File: src/rtl/control_unit_pkg.sv
// Shared encodings for the bus-datapath control unit: opcodes, FSM states, ALU ops, IR field layout.
// CONTROL_UNIT_AND_OP_EN enables the optional AND instruction (opcode 100).
package control_unit_pkg;

   localparam int unsigned DATA_WIDTH    = 16;
   localparam int unsigned IMM_WIDTH     = 7;
   localparam int unsigned NUM_REGS      = 8;
   localparam int unsigned OP_WIDTH      = 3;
   localparam int unsigned REG_IDX_WIDTH = 3;
   localparam int unsigned ALU_OP_WIDTH  = 2;

   // IR layout: [15:13] opcode, [12:10] rx, [9:7] ry, [6:0] imm
   localparam int unsigned IR_OP_LSB  = 13;
   localparam int unsigned IR_RX_LSB  = 10;
   localparam int unsigned IR_RY_LSB  = 7;
   localparam int unsigned IR_IMM_LSB = 0;

   localparam logic [OP_WIDTH-1:0] OP_MV  = 3'b000;
   localparam logic [OP_WIDTH-1:0] OP_MVI = 3'b001;
   localparam logic [OP_WIDTH-1:0] OP_ADD = 3'b010;
   localparam logic [OP_WIDTH-1:0] OP_SUB = 3'b011;
   localparam logic [OP_WIDTH-1:0] OP_AND = 3'b100;

   localparam logic [ALU_OP_WIDTH-1:0] ALU_ADD = 2'b00;
   localparam logic [ALU_OP_WIDTH-1:0] ALU_SUB = 2'b01;
   localparam logic [ALU_OP_WIDTH-1:0] ALU_AND = 2'b10;

`ifdef CONTROL_UNIT_AND_OP_EN
   localparam bit AND_OP_EN = 1'b1;
`else
   localparam bit AND_OP_EN = 1'b0;
`endif

   typedef enum logic [1:0] {
      S_IDLE = 2'b00,
      S_T1   = 2'b01,
      S_T2   = 2'b10,
      S_T3   = 2'b11
   } state_t;

   typedef enum logic [1:0] {
      CLS_MV  = 2'b00,
      CLS_MVI = 2'b01,
      CLS_ALU = 2'b10,
      CLS_ILL = 2'b11
   } instr_class_t;

   // Groups opcodes by the micro-sequence they follow
   function automatic instr_class_t decode_class(input logic [OP_WIDTH-1:0] op);
      instr_class_t cls;
      case (op)
         OP_MV:          cls = CLS_MV;
         OP_MVI:         cls = CLS_MVI;
         OP_ADD, OP_SUB: cls = CLS_ALU;
         OP_AND:         cls = AND_OP_EN ? CLS_ALU : CLS_ILL;
         default:        cls = CLS_ILL;
      endcase
      return cls;
   endfunction

   function automatic logic [ALU_OP_WIDTH-1:0] alu_op_for(input logic [OP_WIDTH-1:0] op);
      logic [ALU_OP_WIDTH-1:0] res;
      res = ALU_ADD;
      if (op == OP_SUB) res = ALU_SUB;
      if (op == OP_AND && AND_OP_EN) res = ALU_AND;
      return res;
   endfunction

endpackage

File: src/rtl/control_unit_dec3to8.sv
// 3-bit index to 8-bit one-hot decoder with enable; all zeros when disabled.
module dec3to8
   import control_unit_pkg::*;
(
   input  logic [REG_IDX_WIDTH-1:0] i_idx,
   input  logic                     i_en,
   output logic [NUM_REGS-1:0]      o_onehot
);

   always_comb begin
      o_onehot = '0;
      if (i_en) o_onehot[i_idx] = 1'b1;
   end

endmodule

File: src/rtl/control_unit.sv
// Multi-cycle sequencing FSM for the 16-bit bus datapath: run/done handshake, Moore-decoded selects/enables.
// CONTROL_UNIT_AND_OP_EN enables opcode 100 (AND); otherwise it takes the illegal path.
module control_unit
   import control_unit_pkg::*;
(
   input  logic                    clock,
   input  logic                    reset,
   input  logic                    run,
   input  logic [DATA_WIDTH-1:0]   ir_in,
   output logic [DATA_WIDTH-1:0]   imediate,
   output logic                    imediate_select,
   output logic [NUM_REGS-1:0]     r_sel,
   output logic                    r_select,
   output logic [NUM_REGS-1:0]     r_in,
   output logic                    a_in,
   output logic                    g_in,
   output logic [ALU_OP_WIDTH-1:0] alu_op,
   output logic                    done,
   output logic                    busy,
   output logic                    illegal
);

   state_t                  r_state;
   state_t                  w_next_state;
   logic [DATA_WIDTH-1:0]   r_ir;
   logic                    w_ir_load;

   logic [OP_WIDTH-1:0]      w_op;
   logic [REG_IDX_WIDTH-1:0] w_rx;
   logic [REG_IDX_WIDTH-1:0] w_ry;
   instr_class_t             w_class;

   logic                     w_rsel_en;
   logic [REG_IDX_WIDTH-1:0] w_rsel_idx;
   logic                     w_rin_en;
   logic [REG_IDX_WIDTH-1:0] w_rin_idx;

   assign w_op      = r_ir[IR_OP_LSB +: OP_WIDTH];
   assign w_rx      = r_ir[IR_RX_LSB +: REG_IDX_WIDTH];
   assign w_ry      = r_ir[IR_RY_LSB +: REG_IDX_WIDTH];
   assign w_class   = decode_class(w_op);
   assign w_ir_load = (r_state == S_IDLE) && run;

   // State and instruction register; IR only loads when a run is accepted in IDLE
   always_ff @(posedge clock) begin
      if (reset) begin
         r_state <= S_IDLE;
         r_ir    <= '0;
      end else begin
         r_state <= w_next_state;
         if (w_ir_load) r_ir <= ir_in;
      end
   end

   always_comb begin
      w_next_state = r_state;
      case (r_state)
         S_IDLE:  if (run) w_next_state = S_T1;
         S_T1:    w_next_state = (w_class == CLS_ALU) ? S_T2 : S_IDLE;
         S_T2:    w_next_state = S_T3;
         S_T3:    w_next_state = S_IDLE;
         default: w_next_state = S_IDLE;
      endcase
   end

   // Moore output decode from state and IR
   always_comb begin
      imediate        = DATA_WIDTH'(r_ir[IR_IMM_LSB +: IMM_WIDTH]);
      imediate_select = 1'b0;
      r_select        = 1'b0;
      a_in            = 1'b0;
      g_in            = 1'b0;
      alu_op          = ALU_ADD;
      done            = 1'b0;
      illegal         = 1'b0;
      busy            = (r_state != S_IDLE);
      w_rsel_en       = 1'b0;
      w_rsel_idx      = '0;
      w_rin_en        = 1'b0;
      w_rin_idx       = '0;
      case (r_state)
         S_T1: begin
            case (w_class)
               CLS_MV: begin
                  w_rsel_en  = 1'b1;
                  w_rsel_idx = w_ry;
                  w_rin_en   = 1'b1;
                  w_rin_idx  = w_rx;
                  done       = 1'b1;
               end
               CLS_MVI: begin
                  imediate_select = 1'b1;
                  w_rin_en        = 1'b1;
                  w_rin_idx       = w_rx;
                  done            = 1'b1;
               end
               CLS_ALU: begin
                  w_rsel_en  = 1'b1;
                  w_rsel_idx = w_rx;
                  a_in       = 1'b1;
               end
               default: begin
                  done    = 1'b1;
                  illegal = 1'b1;
               end
            endcase
         end
         S_T2: begin
            w_rsel_en  = 1'b1;
            w_rsel_idx = w_ry;
            g_in       = 1'b1;
            alu_op     = alu_op_for(w_op);
         end
         S_T3: begin
            r_select  = 1'b1;
            w_rin_en  = 1'b1;
            w_rin_idx = w_rx;
            done      = 1'b1;
         end
         default: ;
      endcase
   end

   dec3to8 u_dec_rsel (
      .i_idx    (w_rsel_idx),
      .i_en     (w_rsel_en),
      .o_onehot (r_sel)
   );

   dec3to8 u_dec_rin (
      .i_idx    (w_rin_idx),
      .i_en     (w_rin_en),
      .o_onehot (r_in)
   );

endmodule

File: config.mk
export PLATFORM = sky130hd
export DESIGN_NAME = control_unit
export DESIGN_NICKNAME = d
export VERILOG_FILES = /design/src/rtl/control_unit_pkg.sv /design/src/rtl/control_unit_dec3to8.sv /design/src/rtl/control_unit.sv
export SDC_FILE = /design/constraint.sdc
export NUM_CORES = 1
export LEC_CHECK = 0
export ABC_AREA = 1
export BUFFER_PORTS_ARGS = -buffer_cell sky130_fd_sc_hd__clkbuf_2
export CAP_MARGIN = 30
export CORE_MARGIN = 1.5
export CORE_UTILIZATION = 40
export CTS_BUF_LIST = sky130_fd_sc_hd__clkbuf_2 sky130_fd_sc_hd__clkbuf_4 sky130_fd_sc_hd__clkbuf_8
export DETAILED_ROUTE_END_ITERATION = 12
export GPL_TIMING_DRIVEN = 0
export PLACE_DENSITY = 0.73
export SLEW_MARGIN = 20
export SYNTH_ARGS = -nofsm -noshare
export SYNTH_HDL_FRONTEND = slang
export SYNTH_SLANG_ARGS = --single-unit
File: constraint.sdc
create_clock -name clock -period 3.8 [get_ports clock]
set_clock_uncertainty 0.2 [all_clocks]
set_input_delay 0.38 -clock clock [delete_from_list [all_inputs] [get_ports clock]]
set_output_delay 0.38 -clock clock [all_outputs]
set_load 0.02 [all_outputs]
# == After elaboration in Yosys (flattened, before gate mapping) ==
# Index checks and enable logic that the tools add are counted.
# word_totals
ff_bits,18
output_inout_bits,41
# op_classes
n_eq_ne,9
magnitude_cmp,4
reduce_logical,11
muxes,30
# ops
operator,count
3-bit case mux with 2 select lines,3
8-bit 2-to-1 mux,2
1-bit 2-to-1 mux,15
3-bit by 4-bit < comparator with 1-bit output (second input constant),2
2-bit case mux with 4 select lines,1
1-bit demux with 3-bit select,2
2-bit == test (second input constant),3
3-bit by 2-bit == test with 1-bit output (second input constant),2
3-bit by 1-bit >= comparator with 1-bit output (second input constant),2
1-bit case mux with 2 select lines,3
2-bit case mux with 3 select lines,1
2-bit OR reduction,3
2-bit by 1-bit == test with 1-bit output (second input constant),2
2-bit logical NOT,2
2-bit 2-to-1 mux,2
3-bit by 1-bit == test with 1-bit output (second input constant),1
1-bit logical AND,3
3-bit logical NOT,1
3-bit 2-to-1 mux,1
3-bit OR reduction,1
2-bit inequality test (second input constant),1
2-bit nonzero test,1

# == Logic depth before layout (Yosys ltp) ==
# Gate-level depths: netlist of run 1.
# logic_depth
word_depth,12
mapped_depth,9
ltp_nobuf,9

# == Hierarchy ==
# A second synthesis of run 1 with hierarchy kept.
# hier_totals
hier_cells,175
hier_area_um2,1124.8
# modules_own_cells
module,area_per_inst_um2,seq_area_each_um2,instances,cells_per_inst
control_unit,997.2,360.3,1,141
dec3to8,63.8,0.0,2,17

# == Worst setup path before layout of run 1 ==
# No wires, ideal clock.
# synth_timing
kind,register to output
from,register r_state[0]
to,output port alu_op[0]
arrival_time_ns,1.489
t_required_ns,3.220
setup_slack_ns,1.731
stages_incl_launch_ff,5
path_cell_list,dfxtp_1 -> inv_1 -> ha_1 -> inv_1 -> nor4_1
# synth_via
elab_chain_cells,2
# synth_lines
item,line_no,rtl
"start, declared",control_unit.sv:23,state_t r_state;
"start signal, assigned",control_unit.sv:50,r_state <= w_next_state;
2-bit == test,control_unit.sv:81,case (r_state)
1-bit 2-to-1 mux,control_unit.sv:81,
"end, declared",control_unit.sv:17,"output logic [ALU_OP_WIDTH-1:0] alu_op,"
# No other way between the ends.

==> summary.txt, run 1 <==
Kind of capture point of the worst setup path - output port
DRC violation total after the first TritonRoute iteration - 19
Syn avg cell area - 6.75 um^2
End of the worst hold path - r_ir[5]$_SDFFE_PP0P_
Number of synthesized flops with an enable pin - 0
Die Span Y - 55.6 um
Proportion of power drawn by flip-flops and latches - 38.9%
Synth Register Bits - 18
Antenna Violating Nets Remaining - 0
Ordered cell list for the critical path - inv_1, ha_1, nand3_2, nor2_2, nor2_1, nor2_1, nand2_1, nor2_1, clkbuf_2
HPWL after detailed placement - 1950 um
# port buffers - 48
Final sum of negative setup slack - 0 ns
Routed wire per std cell - 9.38 um
Total number of nets in the final design - 250
Reg2reg path depth - 6
Vias per inst - 4.36
Number of max-slew violations in the final report - 0
Data required time at the worst endpoint - 3.22 ns
Largest net degree at the start of global routing - 11
Top library cells by usage in the layout, fill and taps aside - sky130_fd_sc_hd__clkbuf_2 (49), sky130_fd_sc_hd__nand2_1 (35), sky130_fd_sc_hd__nor2_1 (28), sky130_fd_sc_hd__dfxtp_1 (18), sky130_fd_sc_hd__buf_4 (17)
Cell seen most often among critical-path stages - sky130_fd_sc_hd__nor2_1
Share of Yosys cell area claimed by the top area cell type - 32.5%
Status - complete, no violations
Initial core utilization - 43.5%
Instance area at placement - 0.00142 mm^2
Post-synth top area cell - sky130_fd_sc_hd__dfxtp_1
Deepest clock path buffer count - 2
Post-route cell area - 0.00146 mm^2
RePlAce Congestion - 0.772
Tot GR Track Use - 15.5%
Total wire length - 2390 um
Clk pwr share - 19.2%
Fraction of power spent switching nets - 40.1%
Cell row count - 18
Worst path arrival time - 1.84 ns
Ys async rst share - 0%
Total of hold buffers inserted after clock tree synthesis - 0
I/O pins - 60
Initial antenna violation count - 0
Combinational Power Share - 41.9%
Total gr overflow - 0
Fraction of the cycle the final worst path needs - 63.7%
Power density cells - 418 mW/mm^2
Die Span X - 55.6 um
Cell internal power dissipation - 0.365 mW
VDD IR-drop max - 0.000275 V
DRC violation count after routing - 0
Area growth from synthesis to layout - 31.4%
Routed vias - 1,111
Total number of clock tree sinks - 18
Class of the tightest hold or removal check - primary input to register
Total Die Area - 0.00309 mm^2
Number of iterations in the first detailed-routing pass - 4
Core utilization of the finished layout - 57.2%
Launching element type of the critical path - register
CTS H-Tree Depth - 1
Netlist cell types - 23
Switching Power - 0.244 mW
Worst hold path stage count - 3
Number of hold violations in the final report - 0
Mapped Cells - 164
Number of resized instances in the post-cts repair step - 0
Number of post-CTS setup repair buffers - 0
Clock slew at reported path FFs - 0.10 ns
Summed instance area of the synthesized netlist - 0.00111 mm^2
Delay of the slowest cell on the worst path - 0.36 ns
Leading cell type in the layout, fill and taps excluded - sky130_fd_sc_hd__clkbuf_2
CTS tree - built
Core area - 0.00254 mm^2
Total setup violations reported at the end of the flow - 0
Share of layout cells above drive strength 1 - 35.6%
Max Clk Rate - 413 MHz
Min cycle time layout - 2.42 ns
Root cell of the clock tree - sky130_fd_sc_hd__clkbuf_4
Source of the worst hold timing path - ir_in[5]
Setup repair after global routing missed its margin - no
Worst-skew pair later-pin latency - 0.29 ns
Total of max-cap violations - 0
Critical-path maximum fanout - 7
Endpoint of the worst-slack reg-to-reg timing path - r_ir[9]$_SDFFE_PP0P_
Number of CTS-inserted buffers - 3
Proportion of synthesized chip area in sequential cells - 32.5%
Vias in the first global route - 969
Count of synthesis-stage warnings from yosys - 0
Most used DFF post-synth - sky130_fd_sc_hd__dfxtp_1
Filler Cell Count - 263
Critical-path top delay cell - sky130_fd_sc_hd__dfxtp_1
Leakage power of the design - 0.772 nW
Worst reg2reg setup slack - 2.14 ns
Number of antenna diodes - 0
Biggest area contributors in the synthesized netlist - sky130_fd_sc_hd__dfxtp_1 (33%), sky130_fd_sc_hd__nand2_1 (12%), sky130_fd_sc_hd__buf_4 (12%), sky130_fd_sc_hd__nor2_1 (9.5%), sky130_fd_sc_hd__ha_1 (5.6%)
CP Class - register to output port
Global-route wire length before repair - 4020 um
[power by group through the flow]
stage | Clock, mW | Combinational [mW] | Sequential (mW)
2_1_floorplan | 0 | 0.195 | 0.236
3_3_place_gp | 0 | 0.255 | 0.239
3_5_place_dp | 0 | 0.256 | 0.241
4_1_cts | 0.122 | 0.257 | 0.237
5_1_grt | 0.127 | 0.286 | 0.240
6_report | 0.117 | 0.255 | 0.237
[cell usage after synthesis (all sizes together) (2+ instances only)]
| master | n |
|---|---|
| nor3 | 2 |
| a211oi | 8 |
| o21ai | 2 |
| dfxtp | 18 |
| buf | 20 |
| ha | 5 |
| a21oi | 12 |
| o21bai | 2 |
| nand2 | 37 |
| inv | 16 |
| nand3 | 6 |
| nor2 | 31 |
[cell type report]
class | count | area [um^2] | area share, %
Tap cell | 30 | 37.5 | 2.58
Timing Repair Buffer | 48 | 240 | 16.5
Sequential cell | 18 | 360 | 24.8
Buffer | 21 | 146 | 10.1
Inverter | 17 | 63.8 | 4.39
Clock buffer | 4 | 36.3 | 2.49
Multi-Input combinational cell | 117 | 571 | 39.2
[how the worst max path moves through the flow]
stage	cells past startpoint	to	slack, ns
2_1_floorplan	4	alu_op[0]	1.73
3_3_place_gp	9	r_sel[1]	1.72
3_5_place_dp	9	r_sel[7]	1.71
4_1_cts	9	r_sel[7]	1.36
5_1_grt	9	r_sel[6]	1.17
6_report	9	r_sel[7]	1.38
[kinds of logic (layout without fill, tap and decap cells)]
family,after synthesis,in the layout,synth area share (%)
AOI/OAI and AO/OA,24,24,13.1
DFF,18,18,32.5
other,1,10,0.339
buffers and inverters,38,90,19.0
adders and majority gates,5,5,5.65
and+or+nand+nor,78,78,29.4
[sequential cells by signal (all words and copies together), names as in the netlist, named ones only]
register	flops
r_state	1
r_ir	16
[worst max-delay path: cells and delay by family (launching register included)]
kind | cells | cell delay (ns)
fa+ha+maj | 1 | 0.32
flops | 1 | 0.36
simple gates | 6 | 0.59
buf+inv | 2 | 0.28
[metal layers]
metal  global-route usage (%)  vias to the layer above  routed length, um  share of wire (%)
met3                     4.65                        0                171                7.1
met2                     25.5                       38               1060                 44
met1                     20.6                      460               1160                 49
met5                        0                        -                  0                  0
met4                     2.09                        0                  0                  0
li1                         -                      613                  -                  -
[metrics by stage]
stage	setup slack, ns	cells	power (mW)	hold WS, ns
3_5_place_dp	1.71	251	0.496	0.260
2_1_floorplan	1.73	173	0.431	0.245
3_3_place_gp	1.72	251	0.495	0.254
6_report	1.38	255	0.609	0.106
5_1_grt	1.17	255	0.653	0.102
4_1_cts	1.36	255	0.616	0.0925
(Power assumes the default switching activity.)
==> run 2, diff against run 1 <==
Settings changed: PLACE_DENSITY 0.73 to 0.76.
Clock period 3.8 ns to 2 ns, I/O delays scaled along.
==> summary.txt, run 2 (synthesized netlist as in run 1, its figures left out) <==
VDD IR-drop max - 0.000564 V
Core area - 0.00254 mm^2
Leakage power of the design - 0.873 nW
Launching element type of the critical path - register
Global-route wire length before repair - 5000 um
Cell row count - 18
Total wire length - 3000 um
Total setup violations reported at the end of the flow - 8
DRC violation total after the first TritonRoute iteration - 22
Total number of clock tree sinks - 18
CTS H-Tree Depth - 1
Combinational Power Share - 50.1%
Fraction of power spent switching nets - 41.3%
Class of the tightest hold or removal check - primary input to register
Die Span X - 55.6 um
Dpl ws - 0.0784 ns
Proportion of power drawn by flip-flops and latches - 36.3%
Share of layout cells above drive strength 1 - 42.0%
Reg with most FFs - r_ir
Vias in the first global route - 1,167
Number of max-slew violations in the final report - 0
Tot GR Track Use - 19.8%
HPWL after detailed placement - 1960 um
Routed vias - 1,254
RePlAce Congestion - 0.848
Deepest clock path buffer count - 2
Cell seen most often among critical-path stages - sky130_fd_sc_hd__nor2_1
CP Class - register to output port
Instance area at placement - 0.00142 mm^2
Total buffers and inverters traversed by the critical path - 2
Total gr overflow - 0
# port buffers - 48
Power density cells - 721 mW/mm^2
Critical-path top delay cell - sky130_fd_sc_hd__dfxtp_4
I/O pins - 60
Overall power of the completed layout - 1.27 mW
Switching Power - 0.524 mW
Family of cells with the greatest summed delay on the critical path - simple AND/OR/NAND/NOR gates
Number of CTS-inserted buffers - 3
Clock slew at reported path FFs - 0.09 ns
Fraction of the cycle the final worst path needs - 105%
Worst path setup slack after routing - -0.0965 ns
Max FFs per register - 16
Tightest hold margin - 0.0124 ns
Status - finished, violations left
Delay of the slowest cell on the worst path - 0.37 ns
Post-route cell area - 0.00176 mm^2
Number of iterations in the first detailed-routing pass - 4
Final sum of negative setup slack - -0.362 ns
Data required time at the worst endpoint - 1.60 ns
Ordered cell list for the critical path - inv_4, ha_4, nand4_1, nand2_2, nor2_2, nor2_1, nand2_1, nor2_1, buf_4
Area growth from synthesis to layout - 58.9%
Vias per inst - 4.56
Worst path arrival time - 1.70 ns
Registers with the most flip-flops - r_ir x16, r_state x1
Top library cells by usage in the layout, fill and taps aside - sky130_fd_sc_hd__clkbuf_2 (41), sky130_fd_sc_hd__buf_4 (29), sky130_fd_sc_hd__nand2_1 (28), sky130_fd_sc_hd__nor2_1 (26)
Routed wire per std cell - 10.9 um
Root cell of the clock tree - sky130_fd_sc_hd__clkbuf_4
Total of max-cap violations - 0
Worst-skew pair later-pin latency - 0.29 ns
Number of antenna diodes - 0
Total Die Area - 0.00309 mm^2
Failing checks - setup timing
Min cycle time layout - 2.10 ns
Initial antenna violation count - 0
Cell internal power dissipation - 0.745 mW
Critical-path maximum fanout - 7
DRC violation count after routing - 0
Number of hold violations in the final report - 0
Largest net degree at the start of global routing - 11
Die Span Y - 55.6 um
Kind of capture point of the worst setup path - output port
CTS tree - built
Leading cell type in the layout, fill and taps excluded - sky130_fd_sc_hd__clkbuf_2
Antenna Violating Nets Remaining - 0
Initial core utilization - 43.5%
Setup repair after global routing missed its margin - yes
Total number of nets in the final design - 271
Clk pwr share - 13.6%
Max Clk Rate - 477 MHz
[run 2: changes by cell type in the layout (fill, tap and decap cells not counted), moves of 3 or more]
| cell | previous run | this run |
|---|---|---|
| sky130_fd_sc_hd__nand2_2 | 2 | 9 |
| sky130_fd_sc_hd__inv_1 | 14 | 11 |
| sky130_fd_sc_hd__buf_4 | 17 | 29 |
| sky130_fd_sc_hd__dlygate4sd3_1 | 0 | 16 |
| sky130_fd_sc_hd__ha_1 | 5 | 2 |
| sky130_fd_sc_hd__inv_4 | 0 | 3 |
| sky130_fd_sc_hd__ha_4 | 0 | 3 |
| sky130_fd_sc_hd__clkbuf_2 | 49 | 41 |
| sky130_fd_sc_hd__nand2_1 | 35 | 28 |
[run 2: worst register-to-register path: stages, from the launching register on]
cell and delay [ns]:
sky130_fd_sc_hd__dfxtp_4 0.39, sky130_fd_sc_hd__inv_4 0.06, sky130_fd_sc_hd__ha_4 0.16, sky130_fd_sc_hd__nand2_1 0.19, sky130_fd_sc_hd__clkinv_1 0.29, sky130_fd_sc_hd__nand2_1 0.14, sky130_fd_sc_hd__a21oi_1 0.06
[run 2: power groups by stage]
stage               Clock, mW  Sequential [mW]  Combinational (mW)
floorplan                   0            0.449               0.371
global placement            0            0.456               0.482
detailed placement          0            0.457               0.487
CTS                     0.177            0.461               0.572
global route            0.197            0.468               0.701
finish                  0.172            0.461               0.635
[run 2: area by class of cell]
cell class	instances	area (um^2)
fillers	240	786
well taps	30	37.5
flip-flops and latches	18	368
inverters	17	71.3
plain buffers	21	146
multi-input cells	117	652
clock buffers	3	22.5
repair buffers	69	462
[run 2: path summary, 6_finish.rpt]
check / startpoint / to / slack [ns] / depth (start not counted)
setup / recovery: register / r_sel[7] / -0.1 / 9
hold reg to reg: r_ir[5]$_SDFFE_PP0P_ / r_ir[5]$_SDFFE_PP0P_ / 0.27 / 2
hold / removal: reset / r_ir[14]$_SDFFE_PP0P_ / 0.01 / 2
setup reg to reg: r_state[0]$_SDFFE_PP0P_ / r_ir[3]$_SDFFE_PP0P_ / 0.38 / 6
[run 2: timing repair]
action,4_1_cts,5_1_grt
hold endpoints to repair,16,0
setup endpoints to repair,16,16
pin swaps,5,13
buffers inserted,1,4
resized for setup,27,20
hold buffers,16,0
[run 2: metal layers]
layer  part of all wire (%)  wire [um]  track usage [%]
met2                     51       1540             35.9
met4                    1.1         34             6.27
met3                    3.9        116             3.02
met5                      0          0                0
met1                     44       1310             23.7
[run 2: per-stage QoR]
stage / util, % / std cells
after floorplan: - / 173
after global placement: 55.8 / 251
after detailed placement: 55.8 / 251
after CTS: 66.7 / 271
after global routing: 69.1 / 275
final: 69.1 / 275
